===== src/rtl/counter_multimode.sv =====
// Multimode counter: prescaler, parallel load, up/down, and
// wrap / saturate / one-shot / ping-pong end-of-range behaviour.
// Produces a one-cycle terminal-count pulse and a sticky one-shot done flag.
module counter_multimode #(
  parameter int unsigned       WIDTH    = 8,
  parameter logic [WIDTH-1:0]  MAX      = WIDTH'(170),
  parameter int unsigned       PRESCALE = 1
) (
  input  logic             clk,
  input  logic             rst,
  input  logic             en,
  input  logic             syncRst,
  input  logic             load,
  input  logic [WIDTH-1:0] load_val,
  input  logic             dir,
  input  logic [1:0]       mode,
  output logic [WIDTH-1:0] counter,
  output logic             tc,
  output logic             done
);

  typedef enum logic [1:0] {
    MODE_WRAP     = 2'b00,
    MODE_SAT      = 2'b01,
    MODE_ONESHOT  = 2'b10,
    MODE_PINGPONG = 2'b11
  } mode_e;

  localparam int unsigned    PW       = (PRESCALE > 1) ? $clog2(PRESCALE) : 1;
  localparam logic [PW-1:0]  PRE_LAST = PW'(PRESCALE - 1);

  logic [WIDTH-1:0] counter_q, counter_d;
  logic [PW-1:0]    pre_q, pre_d;
  logic             tc_q, tc_d;
  logic             done_q, done_d;
  logic             pp_q, pp_d;      // ping-pong direction: 0 = up, 1 = down

  mode_e            mode_s;
  logic             up;
  logic             at_bound;
  logic             step;
  logic [WIDTH-1:0] load_clamped;

  assign mode_s       = mode_e'(mode);
  assign up           = (mode_s == MODE_PINGPONG) ? ~pp_q : ~dir;
  assign at_bound     = up ? (counter_q == MAX) : (counter_q == '0);
  assign load_clamped = (load_val > MAX) ? MAX : load_val;

  // Next-state: syncRst beats load beats a prescaled step.
  always_comb begin
    counter_d = counter_q;
    pre_d     = pre_q;
    tc_d      = 1'b0;
    done_d    = done_q;
    pp_d      = pp_q;
    step      = 1'b0;

    if (syncRst) begin
      counter_d = '0;
      pre_d     = '0;
      done_d    = 1'b0;
      pp_d      = 1'b0;
    end else if (load) begin
      counter_d = load_clamped;
      pre_d     = '0;
      done_d    = 1'b0;
    end else if (en && !done_q) begin
      if (pre_q == PRE_LAST) begin
        pre_d = '0;
        step  = 1'b1;
      end else begin
        pre_d = pre_q + PW'(1);
      end
    end

    if (step) begin
      if (!at_bound) begin
        counter_d = up ? (counter_q + WIDTH'(1)) : (counter_q - WIDTH'(1));
      end else begin
        tc_d = 1'b1;
        unique case (mode_s)
          MODE_WRAP:     counter_d = up ? '0 : MAX;
          MODE_SAT:      counter_d = counter_q;
          MODE_ONESHOT:  done_d    = 1'b1;
          MODE_PINGPONG: begin
            pp_d      = ~pp_q;
            counter_d = up ? (counter_q - WIDTH'(1)) : (counter_q + WIDTH'(1));
          end
          default:       counter_d = counter_q;
        endcase
      end
    end

    // Ping-pong direction only survives while staying in ping-pong mode.
    if (mode_s != MODE_PINGPONG) begin
      pp_d = 1'b0;
    end
  end

  // State registers with asynchronous active-low reset.
  always_ff @(posedge clk or negedge rst) begin
    if (!rst) begin
      counter_q <= '0;
      pre_q     <= '0;
      tc_q      <= 1'b0;
      done_q    <= 1'b0;
      pp_q      <= 1'b0;
    end else begin
      counter_q <= counter_d;
      pre_q     <= pre_d;
      tc_q      <= tc_d;
      done_q    <= done_d;
      pp_q      <= pp_d;
    end
  end

  assign counter = counter_q;
  assign tc      = tc_q;
  assign done    = done_q;

endmodule


===== config.mk =====
export PLATFORM = sky130hd
export DESIGN_NAME = counter_multimode
export DESIGN_NICKNAME = d
export VERILOG_FILES = /design/src/rtl/counter_multimode.sv
export SDC_FILE = /design/constraint.sdc
export NUM_CORES = 1
export LEC_CHECK = 0
export CORE_MARGIN = 2
export CORE_UTILIZATION = 52
export CTS_CLUSTER_DIAMETER = 60
export DETAILED_ROUTE_END_ITERATION = 16
export PLACE_DENSITY_LB_ADDON = 0.25
export REMOVE_ABC_BUFFERS = 1
export SYNTH_ARGS = -nofsm -noshare
export SYNTH_HDL_FRONTEND = slang
export SYNTH_SLANG_ARGS = --single-unit

===== constraint.sdc =====
create_clock -name clk -period 3 [get_ports clk]
set_clock_uncertainty 0.1 [all_clocks]
set_input_delay 0.6 -clock clk [delete_from_list [all_inputs] [get_ports clk]]
set_output_delay 0.6 -clock clk [all_outputs]
set_load 0.005 [all_outputs]

==> metrics.cfg, run 1 <==
[status]
status = complete, no violations

[drt]
drt_first_pass_iters = 4
routed_wl_mm = 3.97
drc = 0
ant_nets = 0
dr.first_iter.drc_count = 77
via_count = 1515
dr.max_layer_used = met4
wl_met3_um = 277
via_per_inst = 6.62
met1_length_mm = 1.70
met2_length_mm = 1.84
wire_per_inst_um = 17.3

[clocking]
clock_path_buffers = 2
cts_resized = 0
cts_root_buf = clkbuf_4
clock_latency_ps = 280
cts_buffers = 3
postCtsSetupBuffers = 0
htreeDepth = 1
hold_buffers = 0
clkTransAtPathRegs_ps = 70
cts_tree = yes
clkSinkCount = 11

[critical_path]
cpMaxStageDelayCell = or4_4
worstPathArrival_ps = 2890
cp-end-kind = flip-flop
required_ps = 3070
critical_path_class = in2reg
crit_chain = clkdlybuf4s50_1 -> ha_1 -> mux2_4 -> or4_4 -> o21a_2 -> o311ai_1 -> o41ai_1 -> o21a_1
cp_max_fo = 4
slowest_delay_ps = 550
worst_setup_path_start_kind = primary input

[logic_synthesis]
synth_top_area_share_pct = 20.2
ys_top_cells_by_area = dfrtp_1 (20%), ha_1 (7.4%), nand2_1 (5.2%)
synthFlopType = dfrtp_1
synth.ff_latch_count = 11
synthArstFlopShare_pct = 100
synthCells = 168
yosys_warnings = 0
seq_area_frac_synth_pct = 20.2
ys_types = 60
synth_area_um2 = 1360
synth_edf_count = 0
yosysTopAreaCell = dfrtp_1
syn_avg_cell_area_um2 = 8.10

[place]
dpl.hpwl_mm = 3.08
routabilityCongestion = 0.944
postPlaceCellArea_um2 = 1670
io_buffers = 25

[hold_path]
worstHoldPathType = reg2reg

[layout]
fin_util_pct = 68.3
stdcell_area_um2 = 1690
n_fill_cell = 212
antenna_cells = 0
multi_input_area_um2 = 963
area_delta_synth_final_pct = 24.4
nNetsFinal = 224
seq_area_um2 = 275
drive_above_1_share_pct = 16.6

[grt]
grt_pass1_vias = 1307
antenna_found_initial = 0
track_usage_pct = 28.4
grt_max_degree = 15
overflow = 0
grt_pass1_wl_mm = 6.08

[timing]
fmax_ghz = 0.355
slew_violations = 0
fin_setup_tns_ps = 0
setup_viol = 0
fin_crit_sh_pct = 93.9
maxSlewHeadroom_pct = 65.1
min_period_ps = 2820
rsz0062_at_grt = false
final-hold-violation-count = 0
tightest_slew_ps = 522

[floorplanning]
io_pins = 26
num_rows = 18
core_um2 = 2480
dieArea_um2 = 3040
die_w_um = 55.1
die_h_um = 55.1
initial_core_util_pct = 54.9

[power_and_ir_drop]
peakVddDrop_v = 0.000339
powerDensity_nw_per_um2 = 309
p_leak_uw = 0.000719

[flow_run]
cap_violations = 0

-- worst paths after layout --
| path | from | to | slack, ps | depth (start not counted) |
|---|---|---|---|---|
| min in group asynchronous | rst | counter[4] | 560 | 1 |
| max in group asynchronous | rst | counter[0] | 1890 | 1 |
| hold / removal | done | done | 500 | 1 |
| setup / recovery | mode[1] | counter[1] | 180 | 8 |
| setup reg to reg | counter[2] | counter[1] | 490 | 6 |
| hold reg to reg | done | done | 500 | 1 |
-- per-layer routing --
layer	global-route usage [%]	vias to the layer above
met4	10.6	0
met2	45.6	93
met3	5.11	18
met1	37.7	708
met5	0	-
li1	-	696
-- cells in the mapped netlist (2+ instances only) --
master,instances
a2111oi_2,3
a211oi_1,4
a21o_1,2
a21oi_1,6
a31oi_1,3
a32oi_1,4
and3_1,2
clkbuf_1,6
clkbuf_8,3
dfrtp_1,11
ha_1,8
inv_1,9
nand2_1,19
nand3_1,2
nor2_1,18
nor3_1,3
nor4_1,4
nor4b_1,2
o21a_1,2
o21ai_0,9
o31ai_1,2
o41ai_1,2
or2b_2,2
or3_1,2
or4_4,2
xnor2_1,2
xor2_1,3
-- cell type report --
cell class	count	share of cell area (%)
multi-input combinational	136	57.0
clock buffer	4	1.55
timing repair buffer	39	21.0
tap	30	2.22
inverter	9	2.00
sequential	11	16.3
-- power by group --
group / internal (µW) / total, µW / switching (µW)
Sequential: 158 / 177 / 19.5
Combinational: 116 / 242 / 126
Clock: 51.7 / 104 / 52.2
Total: 326 / 523 / 197
-- metrics by stage --
stage | std cells | worst slack, ps | total power (µW) | hold slack, ps
6_report | 229 | 183 | 523 | 502
5_1_grt | 229 | 44.1 | 554 | 513
4_1_cts | 229 | 203 | 520 | 499
3_5_place_dp | 225 | -88.0 | 417 | 483
3_3_place_gp | 225 | -34.9 | 408 | 473
2_1_floorplan | 156 | 326 | 310 | 204
-- state kept, by name, summed over array words and instances, names as in the netlist --
signal   flops
counter      8
done         1
pp_q         1
tc           1
-- cells in the final DEF, fill, tap and decap left out, types with 2 or more instances in the layout --
master           instances
a21oi_1                  6
or3_1                    2
xnor2_1                  2
a21o_1                   2
nor3_1                   3
o21ai_0                  9
or4_4                    2
dfrtp_1                 11
clkbuf_4                 3
and3_1                   2
o31ai_1                  2
or2b_2                   2
o21a_1                   2
a31oi_1                  3
nand3_1                  2
nor4b_1                  2
nand2_1                 19
nor4_1                   4
nor2_1                  18
a211oi_1                 4
a32oi_1                  4
xor2_1                   3
o41ai_1                  2
a2111oi_2                3
clkdlybuf4s50_1         25
ha_1                     8
inv_1                    9
buf_4                   14
-- critical path: cells and delay by family --
kind | cells | cell delay, ps
and+or+nand+nor | 1 | 550
adders and majority gates | 1 | 190
muxes | 1 | 310
AOI/OAI and AO/OA | 4 | 750
buffers and inverters | 1 | 480
-- kinds of logic after synthesis --
logic type	count (synthesis)	synth area share, %
AOI/OAI and AO/OA	54	31.2
xor gates and xnor gates	5	3.22
adders and majority gates	8	7.36
buffers and inverters	21	8.92
DFF	11	20.2
muxes	2	1.84
and+or+nand+nor	67	27.2
Power figures use the tool's default switching activity.
==> run 2: changes to the inputs <==
TNS_END_PERCENT = 100   (was not set)
==> results of run 2 <==
No change in the layout: final DEF, timing and power equal those of run 1.
